### config.mk
export PLATFORM = sky130hd
export DESIGN_NAME = subtractor_16_seq_flat
export DESIGN_NICKNAME = d
export VERILOG_FILES = /design/src/rtl/subtractor_16_seq_if.sv /design/src/rtl/subtractor_16_seq.sv /design/src/flat_wrapper.sv
export SDC_FILE = /design/constraint.sdc
export NUM_CORES = 1
export LEC_CHECK = 0
export BUFFER_PORTS_ARGS = -buffer_cell sky130_fd_sc_hd__buf_2
export CAP_MARGIN = 5
export CORE_UTILIZATION = 35
export DETAILED_ROUTE_END_ITERATION = 8
export PLACE_DENSITY = 0.53
export SLEW_MARGIN = 20
export SYNTH_ARGS = -nofsm -noshare
export SYNTH_HDL_FRONTEND = slang
export SYNTH_SLANG_ARGS = --single-unit
export TNS_END_PERCENT = 1
### constraint.sdc
create_clock -name clk -period 4.2 [get_ports clk]
set_input_delay 0 -clock clk [delete_from_list [all_inputs] [get_ports clk]]
set_output_delay 0 -clock clk [all_outputs]
set_load 0.02 [all_outputs]
### src/rtl/subtractor_16_seq_if.sv
// Operand/result handshake bundle for subtractor_16_seq.
// SUB16_COMPARE_EN adds the zero / lt_u / lt_s compare outputs.
interface subtractor_16_seq_if #(
  parameter int WIDTH = 16
);
  logic             in_valid;
  logic             in_ready;
  logic [WIDTH-1:0] a;
  logic [WIDTH-1:0] b;
  logic             out_valid;
  logic             out_ready;
  logic [WIDTH-1:0] diff;
  logic             sign;
  logic             parity;
  logic             overflow;
  logic             borrow;
`ifdef SUB16_COMPARE_EN
  logic             zero;
  logic             lt_u;
  logic             lt_s;
`endif

  // master: operand issuer and result consumer
  modport master (
    output in_valid, a, b, out_ready,
    input  in_ready, out_valid, diff, sign, parity, overflow, borrow
`ifdef SUB16_COMPARE_EN
    , input zero, lt_u, lt_s
`endif
  );

  modport slave (
    input  in_valid, a, b, out_ready,
    output in_ready, out_valid, diff, sign, parity, overflow, borrow
`ifdef SUB16_COMPARE_EN
    , output zero, lt_u, lt_s
`endif
  );
endinterface

### src/rtl/subtractor_16_seq.sv
// Multi-cycle subtractor: diff = a - b computed as a + ~b + 1, STEP bits per cycle.
// Optional compare outputs (zero, lt_u, lt_s) when SUB16_COMPARE_EN is defined.
module subtractor_16_seq #(
  parameter int WIDTH = 16,
  parameter int STEP  = 4
) (
  input  logic                 clk,
  input  logic                 rst_n,
  subtractor_16_seq_if.slave   bus
);
  localparam int NSLICE = WIDTH / STEP;
  localparam int IDX_W  = (NSLICE > 1) ? $clog2(NSLICE) : 1;

  typedef enum logic [1:0] {IDLE, CALC, DONE} state_t;

  state_t             state_reg, state_next;
  logic [WIDTH-1:0]   a_reg, nb_reg, diff_reg, diff_next;
  logic               carry_reg;
  logic [IDX_W-1:0]   idx_reg;
  logic               in_ready_reg, out_valid_reg;
  logic               sign_reg, parity_reg, overflow_reg, borrow_reg;
  logic               accept, last_slice;

  logic [STEP-1:0]    sa, sb, g, p, sum;
  logic [STEP:0]      c;

  // Carry into bit n+1 expanded as a flat generate/propagate sum of products.
  function automatic logic cla_carry(input logic [STEP-1:0] gg, input logic [STEP-1:0] pp,
                                     input logic cin, input int n);
    logic cy, prop;
    cy   = 1'b0;
    prop = 1'b1;
    for (int j = n; j >= 0; j--) begin
      cy   = cy | (prop & gg[j]);
      prop = prop & pp[j];
    end
    return cy | (prop & cin);
  endfunction

  assign accept     = (state_reg == IDLE) && in_ready_reg && bus.in_valid;
  assign last_slice = (idx_reg == IDX_W'(NSLICE - 1));

  assign sa   = a_reg[idx_reg*STEP +: STEP];
  assign sb   = nb_reg[idx_reg*STEP +: STEP];
  assign c[0] = carry_reg;

  generate
    for (genvar gi = 0; gi < STEP; gi++) begin : g_cla
      assign g[gi]    = sa[gi] & sb[gi];
      assign p[gi]    = sa[gi] ^ sb[gi];
      assign c[gi+1]  = cla_carry(g, p, carry_reg, gi);
      assign sum[gi]  = p[gi] ^ c[gi];
    end
  endgenerate

  always_comb begin
    diff_next = diff_reg;
    diff_next[idx_reg*STEP +: STEP] = sum;
  end

  always_comb begin
    state_next = state_reg;
    case (state_reg)
      IDLE:    if (accept) state_next = CALC;
      CALC:    if (last_slice) state_next = DONE;
      DONE:    if (bus.out_ready) state_next = IDLE;
      default: state_next = IDLE;
    endcase
  end

  always_ff @(posedge clk) begin
    if (!rst_n) state_reg <= IDLE;
    else        state_reg <= state_next;
  end

`ifdef SUB16_COMPARE_EN
  logic zero_reg, lt_u_reg, lt_s_reg;
`endif

  always_ff @(posedge clk) begin
    if (!rst_n) begin
      a_reg         <= '0;
      nb_reg        <= '0;
      diff_reg      <= '0;
      carry_reg     <= 1'b0;
      idx_reg       <= '0;
      in_ready_reg  <= 1'b0;
      out_valid_reg <= 1'b0;
      sign_reg      <= 1'b0;
      parity_reg    <= 1'b0;
      overflow_reg  <= 1'b0;
      borrow_reg    <= 1'b0;
`ifdef SUB16_COMPARE_EN
      zero_reg      <= 1'b0;
      lt_u_reg      <= 1'b0;
      lt_s_reg      <= 1'b0;
`endif
    end else begin
      in_ready_reg  <= (state_next == IDLE);
      out_valid_reg <= (state_next == DONE);
      case (state_reg)
        IDLE: begin
          if (accept) begin
            a_reg     <= bus.a;
            nb_reg    <= ~bus.b;
            carry_reg <= 1'b1;
            idx_reg   <= '0;
          end
        end
        CALC: begin
          diff_reg  <= diff_next;
          carry_reg <= c[STEP];
          idx_reg   <= idx_reg + IDX_W'(1);
          // Flags take the full result including the slice written this edge.
          if (last_slice) begin
            sign_reg     <= diff_next[WIDTH-1];
            parity_reg   <= ~^diff_next;
            overflow_reg <= (a_reg[WIDTH-1] == nb_reg[WIDTH-1]) &&
                            (diff_next[WIDTH-1] != a_reg[WIDTH-1]);
            borrow_reg   <= ~c[STEP];
`ifdef SUB16_COMPARE_EN
            zero_reg     <= (diff_next == '0);
            lt_u_reg     <= ~c[STEP];
            lt_s_reg     <= diff_next[WIDTH-1] ^
                            ((a_reg[WIDTH-1] == nb_reg[WIDTH-1]) &&
                             (diff_next[WIDTH-1] != a_reg[WIDTH-1]));
`endif
          end
        end
        default: ;
      endcase
    end
  end

  assign bus.in_ready  = in_ready_reg;
  assign bus.out_valid = out_valid_reg;
  assign bus.diff      = diff_reg;
  assign bus.sign      = sign_reg;
  assign bus.parity    = parity_reg;
  assign bus.overflow  = overflow_reg;
  assign bus.borrow    = borrow_reg;
`ifdef SUB16_COMPARE_EN
  assign bus.zero      = zero_reg;
  assign bus.lt_u      = lt_u_reg;
  assign bus.lt_s      = lt_s_reg;
`endif
endmodule

### src/flat_wrapper.sv
// flat-port wrapper written by rule: the top's interface ports become plain ports
module subtractor_16_seq_flat 
#(
  parameter int WIDTH = 16,
  parameter int STEP  = 4
)
  (clk, rst_n, bus_in_valid, bus_a, bus_b, bus_out_ready, bus_in_ready, bus_out_valid, bus_diff, bus_sign, bus_parity, bus_overflow, bus_borrow);
  subtractor_16_seq_if #(.WIDTH(WIDTH)) bus_i ();
  input  logic clk;
  input  logic rst_n;
  input wire logic [$bits(bus_i.in_valid)-1:0] bus_in_valid;
  input wire logic [$bits(bus_i.a)-1:0] bus_a;
  input wire logic [$bits(bus_i.b)-1:0] bus_b;
  input wire logic [$bits(bus_i.out_ready)-1:0] bus_out_ready;
  output wire logic [$bits(bus_i.in_ready)-1:0] bus_in_ready;
  output wire logic [$bits(bus_i.out_valid)-1:0] bus_out_valid;
  output wire logic [$bits(bus_i.diff)-1:0] bus_diff;
  output wire logic [$bits(bus_i.sign)-1:0] bus_sign;
  output wire logic [$bits(bus_i.parity)-1:0] bus_parity;
  output wire logic [$bits(bus_i.overflow)-1:0] bus_overflow;
  output wire logic [$bits(bus_i.borrow)-1:0] bus_borrow;
  assign bus_i.in_valid = bus_in_valid;
  assign bus_i.a = bus_a;
  assign bus_i.b = bus_b;
  assign bus_i.out_ready = bus_out_ready;
  assign bus_in_ready = bus_i.in_ready;
  assign bus_out_valid = bus_i.out_valid;
  assign bus_diff = bus_i.diff;
  assign bus_sign = bus_i.sign;
  assign bus_parity = bus_i.parity;
  assign bus_overflow = bus_i.overflow;
  assign bus_borrow = bus_i.borrow;
  subtractor_16_seq #(.WIDTH(WIDTH), .STEP(STEP)) u_core (.clk(clk), .rst_n(rst_n), .bus(bus_i));
endmodule
==> results of run 1 <==
critical path, stage by stage (launching register included):
cell and delay, ps:
dfxtp_1 490, buf_4 290, mux4_2 520, ha_1 360, xor2_2 460, xor2_2 240, nand3_1 100, o21ai_1 100
xnor3_1 410, xnor2_1 150, xnor3_1 410, o22ai_1 160
synth_stat cells (5+ instances only):
cell type  count  share of area
a21boi_0      21          0.050
a21oi_1       15          0.024
a22oi_1       12          0.028
clkbuf_1      18          0.021
dfxtp_1       59           0.37
ha_1          11          0.043
inv_1          5         0.0059
mux4_2         8          0.057
nand2_1       65          0.077
nand3_1       10          0.016
nand4_1        5         0.0099
nor2_1         5         0.0059
nor2b_1       17          0.034
o211a_1       20          0.063
o21ai_0        6         0.0095
cells in the final DEF, fill, tap and decap left out, types with 2 or more instances in the layout:
cell,count
nor2_1,5
dlygate4sd3_1,33
nand2_1,65
o211a_1,20
o21a_1,3
mux4_2,8
and4bb_2,2
nand4_1,5
and3_2,2
a22oi_1,12
a21boi_0,21
inv_6,2
xnor2_1,4
clkbuf_8,9
and2_1,4
o21ai_0,6
clkinv_4,2
ha_1,11
xnor3_1,2
nor3b_1,4
inv_1,5
o21ai_1,3
nor2b_1,17
xor2_2,2
nand2b_1,4
a21o_1,2
clkinvlp_4,2
a31oi_1,4
buf_4,4
nand3_1,10
buf_2,57
dfxtp_1,59
a21oi_1,15
stage by stage:
| step | power (uW) | hold slack, ps | worst slack (ps) | area (sq um) | cells |
|---|---|---|---|---|---|
| 2_1_floorplan | 800 | 145 | 244 | 3170 | 341 |
| 3_3_place_gp | 858 | 254 | 519 | 3510 | 487 |
| 3_5_place_dp | 863 | 267 | 425 | 3510 | 487 |
| 4_1_cts | 1360 | 335 | 401 | 4020 | 536 |
| 5_1_grt | 1410 | 380 | 100 | 4020 | 536 |
| 6_report | 1340 | 315 | 442 | 4020 | 536 |
cells by family after synthesis:
group / Yosys count / synth area share
AOI/OAI and AO/OA: 96 / 0.229
xor gates and xnor gates: 9 / 0.0430
adders and majority gates: 12 / 0.0497
buffers and inverters: 28 / 0.0410
DFF: 59 / 0.372
muxes: 9 / 0.0600
and+or+nand+nor: 128 / 0.205
layer usage:
metal  global-route usage  vias up
met5                    0        -
met4               0.0631        0
met3               0.0453       10
met2                0.296       58
met1                0.208     1281
li1                     -     1395
how the worst max path moves through the flow:
stage | start | end | slack [ps]
2_1_floorplan | u_core.idx_reg[0] | u_core.bus.parity | 240
3_3_place_gp | u_core.idx_reg[0] | u_core.bus.parity | 520
3_5_place_dp | u_core.idx_reg[0] | u_core.bus.parity | 420
4_1_cts | u_core.idx_reg[0] | u_core.bus.parity | 400
5_1_grt | u_core.idx_reg[0] | u_core.bus.parity | 100
6_report | u_core.idx_reg[0] | u_core.bus.parity | 440
report_power, final:
part	leakage, uW	internal (uW)	total, uW	switching, uW
combinational	0.00123	132	265	133
sequential	0.000480	586	606	20.2
clock	0.0000835	220	466	247
cell type report:
class | count | share of cell area
flip-flops and latches | 59 | 0.294
well taps | 108 | 0.0336
inverters | 5 | 0.00467
multi-input cells | 254 | 0.463
clock inverters | 6 | 0.0124
repair buffers | 94 | 0.161
clock buffers | 10 | 0.0317
==> reports/qor.txt, run 1 <==
status: complete, no violations
Vias per Instance: 5.12
unrepaired setup endpoints after global routing: false
cell count of the worst reg-to-reg path: 11
routed wl met2: 3.75 mm
total DRC errors in the routed layout: 0
initial drt markers: 123
via count: 2744
number of nets with antenna violations after routing: 0
register area share after synthesis: 0.372
post-CTS repair timing setup buffer count: 0
antenna violations before repair: 0
max-slew violation count: 0
max cap viols: 0
Worst EP arrival: 4030 ps
Area growth, synth to finish: 26.7%
number of nets in the synthesized netlist: 389
number of sinks driven by the clock tree: 59
hold violation total from the final report: 0
area of combinational cells with multiple inputs: 0.00186 sq mm
maximum number of pins on one net before global-route repair: 61
sequential cell area: 0.00118 sq mm
final HPWL from detailed placement: 5.23 mm
area of the die: 0.00945 sq mm
Min-Delay Startpoint: rst_n
top routing layer used: met4
total setup violations reported at the end of the flow: 0
timing-limited maximum frequency: 266 MHz
Fin Clk Skew: 14.1 ps
peak fanout along the critical path: 16
clock buffer count from CTS: 9
worst setup path category: flip-flop to flip-flop
static power due to leakage: 0.00179 uW
hold-fix buffer count after cts: 33
clock slew seen by the registers of the worst setup and hold paths: 80 ps
count of unique library cells instantiated by Yosys: 54
Clk Latency, worst-skew pair: 350 ps
count of boundary I/O pins: 58
highest ir drop seen on vdd: 0.000192 V
vias in the first global route: 2628
headroom to the max-slew limit: 0.379
Worst Setup End Kind: flip-flop
TritonCTS clock tree: yes
number of warnings reported in the yosys synthesis log: 0
area inside the core boundary: 0.00876 sq mm
Clock H-tree levels: 3
instance count of the mapped netlist: 341
ys async rst share: 0
number of buffer cells added on primary ports: 57
Starting Density: 0.362
fraction of layout cells with a size suffix above 1: 0.229
overall die height: 97.2 microns
final period demand of the worst path: 3760 ps
number of instances resized during post-cts repair: 0
Row Count: 34
number of antenna repair diodes: 0
gr ovfl total: 0
overall routed net length: 7.65 mm
pwr dens: 333 mW/mm^2
Util after Layout: 0.459
Met3 Wirelength: 310 microns
flop2flop setup slack: 440 ps
cell area after technology mapping: 0.00317 sq mm
destination of the worst hold path: u_core.nb_reg[14]
global-route usage over all layers: 0.173
flop and latch count out of synthesis: 59
Setup TNS Final: 0 ps
startpoint kind of the worst setup timing path: flip-flop
root buffer selected by CTS: clkbuf_8
1st-pass router iterations: 4
Filler cells: 888
reg-to-reg endpoint: u_core.bus.parity
detailed-routing wirelength on met1: 3.49 mm
EDFF count, synth: 0
most frequently used flop master after synthesis: dfxtp_1
Post-Syn Area per Cell: 9.30 sq um
Slew @ Worst Pin: 932 ps
Hold/Removal Path Class: input port to flip-flop
Layout Nets: 471
reg2reg start: u_core.idx_reg[0]
Die Span X: 97.2 microns
number of buffers between clock root and the deepest sink: 2
required time of the worst setup path: 4480 ps
placer congestion estimate: 0.887
average detailed-routed wire length per instance: 14.3 microns
worst hold stages: 2
global-route wire length before repair: 13.0 mm
portion of the clock cycle consumed by the worst path in the final layout: 0.895
No activity file was read; power rests on OpenSTA's default activity.
==> run 2, diff against run 1 <==
Settings changed: BUFFER_PORTS_ARGS -buffer_cell sky130_fd_sc_hd__buf_2 to -buffer_cell sky130_fd_sc_hd__clkbuf_2.
==> reports/qor.txt, run 2 (same netlist as run 1, synthesis figures left out) <==
maximum number of pins on one net before global-route repair: 61 (unchanged)
placer congestion estimate: 0.797 (was 0.887)
peak fanout along the critical path: 9 (was 16)
max cap viols: 0 (unchanged)
count of boundary I/O pins: 58 (unchanged)
Slew @ Worst Pin: 826 ps (was 932 ps)
headroom to the max-slew limit: 0.450 (was 0.379)
via count: 2746 (was 2744)
Worst Setup End Kind: flip-flop (unchanged)
average detailed-routed wire length per instance: 13.5 microns (was 14.3 microns)
worst hold stages: 3 (was 2)
number of nets with antenna violations after routing: 0 (unchanged)
Filler cells: 851 (was 888)
global-route wire length before repair: 12.5 mm (was 13.0 mm)
Clock H-tree levels: 3 (unchanged)
total DRC errors in the routed layout: 0 (unchanged)
post-route cell area: 0.00405 sq mm (was 0.00402 sq mm)
TritonCTS clock tree: yes (unchanged)
Row Count: 34 (unchanged)
overall die height: 97.2 microns (unchanged)
root buffer selected by CTS: clkbuf_8 (unchanged)
Starting Density: 0.362 (unchanged)
clock buffer count from CTS: 9 (unchanged)
clock slew seen by the registers of the worst setup and hold paths: 70 ps (was 80 ps)
instance area after placement: 0.00353 sq mm (was 0.00351 sq mm)
post-CTS repair timing setup buffer count: 0 (unchanged)
Fin Clk Skew: 10.7 ps (was 14.1 ps)
initial drt markers: 93 (was 123)
max-slew violation count: 0 (unchanged)
global-route usage over all layers: 0.165 (was 0.173)
number of antenna repair diodes: 0 (unchanged)
required time of the worst setup path: 4480 ps (about the same)
commonest cells after routing, fill and taps aside: nand2_1 (65), dfxtp_1 (59), clkbuf_2 (57), dlygate4sd3_1 (33), a21boi_0 (21) (was nand2_1 (65), dfxtp_1 (59), buf_2 (57), dlygate4sd3_1 (33), a21boi_0 (21))
final HPWL from detailed placement: 5.14 mm (was 5.23 mm)
area of combinational cells with multiple inputs: 0.00186 sq mm (unchanged)
pwr dens: 333 mW/mm^2 (about the same)
status: complete, no violations (unchanged)
final period demand of the worst path: 3710 ps (was 3760 ps)
gr ovfl total: 0 (unchanged)
total setup violations reported at the end of the flow: 0 (unchanged)
Hold/Removal Path Class: input port to flip-flop (unchanged)
portion of the clock cycle consumed by the worst path in the final layout: 0.883 (was 0.895)
Die Span X: 97.2 microns (unchanged)
unrepaired setup endpoints after global routing: false (unchanged)
1st-pass router iterations: 4 (unchanged)
fraction of layout cells with a size suffix above 1: 0.234 (was 0.229)
sum of internal, switching and leakage power: 1350 uW (was 1340 uW)
Setup TNS Final: 0 ps (unchanged)
most common library cell in the layout ignoring fill and taps: nand2_1 (unchanged)
cell total after placement: 490 (was 487)
hold violation total from the final report: 0 (unchanged)
antenna violations before repair: 0 (unchanged)
Worst EP arrival: 3980 ps (was 4030 ps)
highest ir drop seen on vdd: 0.000193 V (was 0.000192 V)
area inside the core boundary: 0.00876 sq mm (unchanged)
number of sinks driven by the clock tree: 59 (unchanged)
number of buffers between clock root and the deepest sink: 2 (unchanged)
Vias per Instance: 5.09 (was 5.12)
cell count of the worst reg-to-reg path: 10 (was 11)
vias in the first global route: 2642 (was 2628)
number of buffer cells added on primary ports: 57 (unchanged)
flop2flop setup slack: 490 ps (was 440 ps)
count of placed standard cells in the final layout, fillers left out: 539 (was 536)
static power due to leakage: 0.00179 uW (about the same)
Layout Nets: 474 (was 471)
area of the die: 0.00945 sq mm (unchanged)
overall routed net length: 7.27 mm (was 7.65 mm)
worst setup path category: flip-flop to flip-flop (unchanged)
Clk Latency, worst-skew pair: 350 ps (about the same)
Area growth, synth to finish: 27.5% (was 26.7%)
sequential cell area: 0.00118 sq mm (unchanged)
startpoint kind of the worst setup timing path: flip-flop (unchanged)
timing-limited maximum frequency: 270 MHz (was 266 MHz)
run 2: stage by stage:
step	setup slack (ps)	util	hold WS [ps]
global placement	575	0.403	235
global route	180	0.462	269
finish	492	0.462	223
CTS	443	0.462	234
floorplan	244	-	145
detailed placement	449	0.403	242
run 2: what timing repair did:
action | 4_1_cts | 5_1_grt
resized for setup | 0 | 0
endpoints found under the setup margin | 0 | 0
hold endpoints to repair | 34 | 0
hold buffers | 33 | 0
run 2: power by group:
group	switching [uW]	internal, uW
Combinational	132	140
Clock	238	231
Sequential	21.4	586
run 2: worst max-delay path: stages, from the launching register on:
cell	delay, ps
dfxtp_1	670
mux4_2	640
ha_1	350
a211oi_1	270
o21ai_1	100
and3_1	290
a22oi_2	280
xnor3_2	470
xnor2_1	180
xnor3_1	230
o22ai_1	160
run 2: final timing paths:
kind	to	start
setup / recovery	u_core.bus.parity	u_core.idx_reg[0]
hold / removal	u_core.nb_reg[1]	rst_n
setup reg to reg	u_core.bus.parity	u_core.idx_reg[0]
hold reg to reg	u_core.a_reg[8]	u_core.a_reg[8]
run 2: final cells by class:
class	count	area share
repair buffers	97	0.165
clock buffers	11	0.0350
flip-flops and latches	59	0.292
inverters	5	0.00464
clock inverters	5	0.00959
multi-input cells	254	0.460
well taps	108	0.0334
run 2: metal layers:
layer,vias to the layer above,GRT usage,part of all wire
met5,-,0,0
met3,8,0.0403,0.035
met4,0,0.0631,0.014
li1,1399,-,-
met2,57,0.275,0.47
met1,1282,0.206,0.48
